==> src/rtl/meteor_fetch_arbiter.sv <==
// rtl/meteor_fetch_arbiter.sv - round-robin meteor sprite fetch arbiter with ROM/palette pipeline
//
// Ports:
//   Clk             in   system clock, rising edge
//   Reset           in   asynchronous active-high reset
//   en              in   permits new grants (in-flight results keep draining when low)
//   req             in   per-requester fetch request, held until granted
//   req_addr        in   flattened per-requester ROM address, requester i at [i*ADDR_W +: ADDR_W]
//   gnt             out  registered one-hot grant, one cycle wide
//   rom_addr        out  registered address to the synchronous sprite ROM
//   rom_data        in   ROM palette index, valid one cycle after rom_addr
//   pal_index       out  combinational copy of rom_data to the shared palette
//   pal_red/green/blue in combinational palette result
//   out_valid       out  result valid
//   out_id          out  requester that owns the result
//   out_rgb         out  {red, green, blue}
//   out_transparent out  fetched palette index was 0
module meteor_fetch_arbiter #(
    parameter int NUM_REQ = 4,
    parameter int ADDR_W  = 10,
    localparam int ID_W   = (NUM_REQ > 1) ? $clog2(NUM_REQ) : 1
) (
    input  logic                      Clk,
    input  logic                      Reset,
    input  logic                      en,
    input  logic [NUM_REQ-1:0]        req,
    input  logic [NUM_REQ*ADDR_W-1:0] req_addr,
    output logic [NUM_REQ-1:0]        gnt,
    output logic [ADDR_W-1:0]         rom_addr,
    input  logic [3:0]                rom_data,
    output logic [3:0]                pal_index,
    input  logic [3:0]                pal_red,
    input  logic [3:0]                pal_green,
    input  logic [3:0]                pal_blue,
    output logic                      out_valid,
    output logic [ID_W-1:0]           out_id,
    output logic [11:0]               out_rgb,
    output logic                      out_transparent
);

    logic [ID_W-1:0]    rr_ptr;
    logic [NUM_REQ-1:0] eligible;
    logic               found;
    logic [ID_W-1:0]    win_id;
    logic [ID_W-1:0]    next_ptr;
    int                 cand;

    // S0 id rides alongside gnt; S1 covers the ROM read cycle.
    logic [ID_W-1:0]    s0_id;
    logic               s1_valid;
    logic [ID_W-1:0]    s1_id;

    // A requester granted last cycle still has req high (it drops req only
    // after seeing gnt), so mask it for one cycle to avoid a double grant.
    assign eligible = req & ~gnt & {NUM_REQ{en}};

    // Round-robin search starting at rr_ptr, wrapping modulo NUM_REQ.
    always_comb begin
        found  = 1'b0;
        win_id = '0;
        cand   = 0;
        for (int k = 0; k < NUM_REQ; k++) begin
            cand = (int'(rr_ptr) + k) % NUM_REQ;
            if (!found && eligible[cand[ID_W-1:0]]) begin
                found  = 1'b1;
                win_id = cand[ID_W-1:0];
            end
        end
    end

    assign next_ptr  = (win_id == ID_W'(NUM_REQ - 1)) ? '0 : win_id + 1'b1;
    assign pal_index = rom_data;

    always_ff @(posedge Clk or posedge Reset) begin
        if (Reset) begin
            gnt             <= '0;
            rom_addr        <= '0;
            rr_ptr          <= '0;
            s0_id           <= '0;
            s1_valid        <= 1'b0;
            s1_id           <= '0;
            out_valid       <= 1'b0;
            out_id          <= '0;
            out_rgb         <= '0;
            out_transparent <= 1'b0;
        end else begin
            // S0: grant and ROM address
            gnt <= found ? (NUM_REQ'(1) << win_id) : '0;
            if (found) begin
                rom_addr <= req_addr[win_id*ADDR_W +: ADDR_W];
                rr_ptr   <= next_ptr;
                s0_id    <= win_id;
            end

            // S1: ROM read in progress, palette lookup is combinational
            s1_valid <= |gnt;
            s1_id    <= s0_id;

            // S2: output register; data holds when nothing is valid
            out_valid <= s1_valid;
            if (s1_valid) begin
                out_rgb         <= {pal_red, pal_green, pal_blue};
                out_id          <= s1_id;
                out_transparent <= (rom_data == 4'd0);
            end
        end
    end

endmodule
==> config.mk <==
export PLATFORM = sky130hd
export DESIGN_NAME = meteor_fetch_arbiter
export DESIGN_NICKNAME = d
export VERILOG_FILES = /design/src/rtl/meteor_fetch_arbiter.sv
export SDC_FILE = /design/constraint.sdc
export NUM_CORES = 1
export LEC_CHECK = 0
export CAP_MARGIN = 20
export CORE_MARGIN = 2
export CORE_UTILIZATION = 37
export DETAILED_ROUTE_END_ITERATION = 16
export HOLD_SLACK_MARGIN = 0.03
export PLACE_DENSITY = 0.82
export RECOVER_POWER = 25
export SYNTH_ARGS = -nofsm -noshare
export SYNTH_HDL_FRONTEND = slang
export SYNTH_SLANG_ARGS = --single-unit
==> constraint.sdc <==
create_clock -name Clk -period 1.9 [get_ports Clk]
set_input_delay 0.19 -clock Clk [delete_from_list [all_inputs] [get_ports Clk]]
set_output_delay 0.19 -clock Clk [all_outputs]
set_load 0.01 [all_outputs]
==> results.md, run 1 <==
- Status: complete, no violations
- Register area share after synthesis: 0.445
- Synth warnings: 0
- Worst Skew: 0.00442 ns
- Antenna Nets Post-Route: 0
- Global route overflow: 0
- Post-synth EDFFs: 0
- Fillers: 456
- Clk sinks: 37
- WL/cell: 15.4 um
- Vias in the first global route: 1921
- CP Max Fanout: 6
- Final period utilization: 0.982
- Dominant synthesized flop cell: dfrtp_1
- Core area: 5470 um2
- Actual transition at the worst max-transition pin: 0.877 ns
- TritonRoute pass-1 iters: 5
- Critical path type: flip-flop to flip-flop
- TritonCTS clock tree: yes
- #FFs+latches synth: 37
- Final core occ: 0.619
- Max Freq: 536 MHz
- First-pass GRT wire length: 9030 um
- H-tree depth: 2
- Latest clock arrival within the worst-skew pair: 0.29 ns
- Buffers on Ports: 96
- CP Capture Type: flip-flop
- Die Y-Extent: 79.0 um
- Slew headroom: 0.415
- Area delta synth->final: 63.0%
- Arr. time, crit path: 2.03 ns
- Total clock buffers created by CTS: 5
- Final min period: 1.87 ns
- Count of pins over their slew limit: 0
- Most frequent cells in the layout: clkdlybuf4s50_1, dfrtp_1, buf_4
- Number of max-cap violations: 0
- GRT Overall Usage: 0.186
- N_diodes: 0
- Commonest non-fill, non-tap cell in the layout: clkdlybuf4s50_1
- Layout Nets: 369
- Antenna violations before repair: 0
- Area occupied by multi-input gates: 1070 um2
- Ports: 97
- Sum of routed wire length over all layers: 5810 um
- Hold Buf Count CTS: 0
- HP Class: flip-flop to flip-flop
- Area occupied by registers: 926 um2
- Clock root buffer: clkbuf_8
- Final Power: 3.52 mW
- Startpoint types: flip-flop
- Req. time, crit path: 2.07 ns
- Synthesized area per cell: 10.9 um2
- Vias: 1977
- Synthesized instance count: 190
- Reg clk slew, reported paths: 0.07 ns
- Die Wd: 79.0 um
- PD cells: 1040 nW/um2
- Row Count: 27
- HPWL after detailed placement: 4470 um
- GPL Wtd Cong: 0.889
- Syn nets: 254
- Count of cell types in the netlist: 42
- Starting DRT DRC Count: 67
- Remaining DRCs: 0
- Starting density of the core: 0.380
- Final Hold Viols: 0
- Via density: 5.23
- Layout cell share with drive strength beyond 1: 0.219
- Asr flop ratio synth: 1.00
- Clock buffer depth: 2
- Pin count of the biggest net entering global routing: 38
- Final setup fails: 0
- Post-Synthesis Cell Area: 2080 um2
- Peak VDD IR: 0.000639 V
- Lkg Pwr: 1.45 nW
- Die area: 6240 um2
==> kinds of logic after synthesis <==
| kind of cell | Yosys count | share of synthesized area |
|---|---|---|
| mux | 21 | 0.113 |
| buf+inv | 19 | 0.0620 |
| simple gates | 58 | 0.142 |
| fa+ha+maj | 1 | 0.00602 |
| compound gates | 54 | 0.232 |
| flops | 37 | 0.445 |
==> final timing paths <==
kind | end | start | slack, ns | cells after the start
worst max-delay path | rr_ptr[1] | gnt[3] | 0.03 | 8
min in group asynchronous | out_rgb[1] | Reset | 0.59 | 3
worst min register to register | s1_id[0] | s0_id[0] | 0.38 | 0
worst max register to register | rr_ptr[1] | gnt[3] | 0.03 | 8
max in group asynchronous | rr_ptr[0] | Reset | 0.75 | 3
worst min-delay path | s1_id[0] | s0_id[0] | 0.38 | 0
==> through the flow <==
step | setup WS (ns) | std cells | hold slack, ns | setup TNS (ns) | area (um2)
finish | 0.0342 | 378 | 0.380 | 0 | 3390
global route | -0.00955 | 378 | 0.395 | -0.0103 | 3390
CTS | 0.0136 | 376 | 0.305 | 0 | 3340
detailed placement | -0.241 | 368 | 0.361 | -1.97 | 3210
global placement | -0.185 | 368 | 0.360 | -1.30 | 3210
floorplan | 0.0448 | 190 | 0.342 | 0 | 2080
==> registers in the layout, summed over array words and instances, names as in the netlist <==
signal and flops:
out_valid 1, s1_valid 1, s1_id 2, gnt 4, out_rgb 12, s0_id 2
out_transparent 1, out_id 2, rr_ptr 2, rom_addr 10
==> metal layers <==
metal	routed length (um)	part of all wire	GRT usage	up-vias
met1	2510	0.43	0.258	962
met3	325	0.056	0.0330	6
met2	2900	0.50	0.294	71
li1	-	-	-	938
met4	66	0.011	0.0621	0
met5	0	0	0	-
==> layout make-up <==
| type | count | area share |
|---|---|---|
| clock buffer | 6 | 0.0244 |
| clock inverter | 2 | 0.0111 |
| inverter | 5 | 0.00554 |
| multi-input combinational | 134 | 0.315 |
| sequential | 37 | 0.273 |
| tap | 72 | 0.0266 |
| timing repair buffer | 122 | 0.344 |
==> worst max-delay path: stages, from the launching register on <==
cell      delay [ns]
dfrtp_1         0.38
and2b_2         0.29
o211ai_1        0.35
o211ai_4        0.16
nand2_4         0.09
inv_2           0.04
ha_1            0.29
nand2_1         0.06
o21ai_0         0.07
==> synth_stat cells, types with 2 or more instances <==
cell	n	share of area
inv_1	3	0.0054
and2_1	6	0.018
o311ai_1	5	0.021
nor2_1	17	0.031
nand2b_1	3	0.0090
nand2_1	20	0.036
a211o_1	5	0.021
buf_6	4	0.022
clkbuf_1	2	0.0036
o32ai_1	5	0.021
a2111oi_0	5	0.021
nor2b_1	2	0.0060
o211a_1	6	0.029
buf_4	6	0.022
o21ai_0	5	0.012
inv_2	2	0.0036
mux2i_1	5	0.024
mux2_2	15	0.081
o2111ai_1	5	0.021
o211ai_1	8	0.029
a21oi_1	2	0.0048
dfrtp_1	37	0.45
nor4bb_1	2	0.0096
and2b_4	2	0.0096
==> report_power, final <==
part | total, mW | internal [mW] | switching, mW
Clock | 0.701 | 0.427 | 0.275
Combinational | 1.57 | 0.921 | 0.647
Sequential | 1.25 | 1.05 | 0.202
==> timing repair <==
action | 4_1_cts | 5_1_grt
endpoints found under the hold margin | 0 | 0
gates resized for setup | 1 | 10
buffers inserted | 0 | 2
pin swaps | 0 | 1
gates cloned | 0 | 0
endpoints found under the setup margin | 4 | 12
No activity file was read; power rests on OpenSTA's default activity.
==> run 2, diff against run 1 <==
CORE_MARGIN = 5   (was 2)
==> run 2 against run 1 <==
  * Clock skew is 0.0012 ns higher
  * Largest cell class unchanged
  * Highest routed layer unchanged
  * Largest power group unchanged
  * Sequential power hardly changed
  * Clock-buffer cell count did not move
  * Non-clock buffer count up 2
  * Routed wire length grew 6.6%
==> results.md, run 2 (same netlist as run 1, synthesis figures left out) <==
- Status: complete, no violations
- HPWL after detailed placement: 4690 um (+4.9%)
- Number of flip-flops under the largest register name: 12 (unchanged)
- Switch Pwr: 1.13 mW (+0.75%)
- RSZ-0062 raised after global routing: yes
- WL/cell: 16.3 um (+6.1%)
- Hold Buf Count CTS: 0 (unchanged)
- Internal power: 2.39 mW (-0.22%)
- Latest clock arrival within the worst-skew pair: 0.29 ns (about the same)
- Peak VDD IR: 0.000496 V (-22%)
- Starting density of the core: 0.380 (unchanged)
- Buffers on Ports: 96 (unchanged)
- Layout Nets: 371 (+0.54%)
- PD cells: 1040 nW/um2 (+0.39%)
- Startpoint types: flip-flop
- Actual transition at the worst max-transition pin: 0.915 ns (+0.0381 ns)
- Remaining DRCs: 0 (unchanged)
- Largest Register: out_rgb
- FF-to-FF path depth: 6 (-2)
- Final Power: 3.52 mW (about the same)
- Final period utilization: 0.951 (-0.0306)
- Pin count of the biggest net entering global routing: 38 (unchanged)
- H-tree depth: 2 (unchanged)
- Final Hold Viols: 0 (unchanged)
- WHS Endpoint: s1_id[1]
- Max Freq: 553 MHz (+3.2%)
- Biggest regs: out_rgb x12, rom_addr x10, gnt x4
- Part of the power in combinational logic: 0.443 (-0.003)
- Arr. time, crit path: 1.97 ns (-0.06 ns)
- Fin Setup TNS: 0 ns (unchanged)
- Final min period: 1.81 ns (-0.0581 ns)
- Final hold slack: 0.385 ns (+0.00473 ns)
- Clk sinks: 37 (unchanged)
- Die Wd: 85.0 um (+7.6%)
- Layout cell share with drive strength beyond 1: 0.224 (+0.00507)
- Vias: 1980 (+0.15%)
- Count of pins over their slew limit: 0 (unchanged)
- Place WS: -0.223 ns (+0.0177 ns)
- HP Class: flip-flop to flip-flop
- Starting DRT DRC Count: 94 (+40%)
- Lkg Pwr: 1.46 nW (about the same)
- N_diodes: 0 (unchanged)
- Clock root buffer: clkbuf_8
- Final setup margin: 0.0924 ns (+0.0581 ns)
- Worst Skew: 0.00565 ns (+0.00124 ns)
- Number of max-cap violations: 0 (unchanged)
- Total clock buffers created by CTS: 5 (unchanged)
- Die area: 7220 um2 (+16%)
- GRT Overall Usage: 0.169 (-0.0168)
- Area occupied by registers: 928 um2 (+0.27%)
- CP Max Fanout: 8 (+2)
- Req. time, crit path: 2.06 ns (about the same)
- R2r endpoint: rom_addr[0]
- Antenna Nets Post-Route: 0 (unchanged)
- Sum of routed wire length over all layers: 6190 um (+6.6%)
- Placed instance area: 3220 um2 (+0.31%)
- Row Count: 27 (unchanged)
- TritonCTS clock tree: yes
- Most frequent cells in the layout: clkdlybuf4s50_1, dfrtp_1, buf_4
- Slew headroom: 0.390 (-0.0254)
- Die Y-Extent: 85.0 um (+7.6%)
- Global route overflow: 0 (unchanged)
- Area occupied by multi-input gates: 1050 um2 (-1.4%)
- Clock group share of total power: 0.201 (+0.002)
- TritonRoute pass-1 iters: 4 (-1)
- CP Capture Type: flip-flop
- Cells after DPL: 371 (+0.82%)
- Finished Layout Cells: 380 (+0.53%)
- Ports: 97 (unchanged)
- Area delta synth->final: 62.5%
- Reg clk slew, reported paths: 0.07 ns (about the same)
- Via density: 5.21 (-0.38%)
- Min-delay src: s0_id[1]
- Sequential Power Share: 0.355 (about the same)
- Core area: 5470 um2 (unchanged)
- Commonest non-fill, non-tap cell in the layout: clkdlybuf4s50_1
- Final core occ: 0.618 (-0.00183)
- Switching share of total power: 0.321 (+0.00211)
- First-pass GRT wire length: 9870 um (+9.4%)
- Fillers: 453 (-0.66%)
- Critical path type: flip-flop to flip-flop
- Vias in the first global route: 1987 (+3.4%)
- R2r setup slk: 0.09 ns (+0.06 ns)
- Antenna violations before repair: 0 (unchanged)
- Design Area, Final: 3380 um2 (-0.30%)
- Final setup fails: 0 (unchanged)
- Hold path depth: 0 (unchanged)
- Clock buffer depth: 2 (unchanged)
- Reg2reg start: rr_ptr[0]
- GPL Wtd Cong: 0.884 (-0.53%)
-- run 2: cell types whose count changed in the layout (fill, tap and decap cells not counted), sizes merged --
cell | before | now
buf | 25 | 27
-- run 2: area by class of cell --
cell class              count  share of cell area
clock buffers               6              0.0244
well taps                  72              0.0267
flip-flops and latches     37               0.275
repair buffers            124               0.346
clock inverters             2              0.0111
multi-input cells         134               0.312
inverters                   5             0.00555
-- run 2: critical path, stage by stage, from the launching register on --
cell and delay, ns:
dfrtp_2 0.45, nor2b_1 0.16, o21a_2 0.27, buf_4 0.16
o211a_1 0.21, o32ai_1 0.28, o311ai_1 0.14
-- run 2: power groups by stage --
| stage | registers, mW | logic (mW) | clock network, mW |
|---|---|---|---|
| after CTS | 1.25 | 1.55 | 0.724 |
| after floorplan | 1.30 | 0.664 | 0 |
| after global placement | 1.25 | 1.51 | 0 |
| after global routing | 1.30 | 1.66 | 0.750 |
| after detailed placement | 1.26 | 1.54 | 0 |
| final | 1.25 | 1.56 | 0.710 |
-- run 2: how the worst max path moves through the flow --
stage	start	end	cells after the start
after global placement	req[3]	rom_addr[4]	6
after CTS	gnt[0]	rom_addr[8]	7
final	rr_ptr[0]	rom_addr[0]	6
after floorplan	gnt[2]	rr_ptr[1]	9
after detailed placement	req[3]	rom_addr[0]	8
after global routing	gnt[3]	rom_addr[3]	5
-- run 2: routing by layer --
metal / vias up / GRT usage / wire, um / part of all wire
li1: 943 / - / - / -
met1: 961 / 0.221 / 2690 / 0.43
met2: 72 / 0.278 / 3060 / 0.49
met3: 4 / 0.0369 / 393 / 0.063
met4: 0 / 0.0532 / 57 / 0.0092
met5: - / 0 / 0 / 0
-- run 2: repair_timing --
action / 4_1_cts / 5_1_grt
buffers inserted: 0 / 1
setup endpoints to repair: 5 / 11
pin swaps: 0 / 1
gates resized for setup: 1 / 8
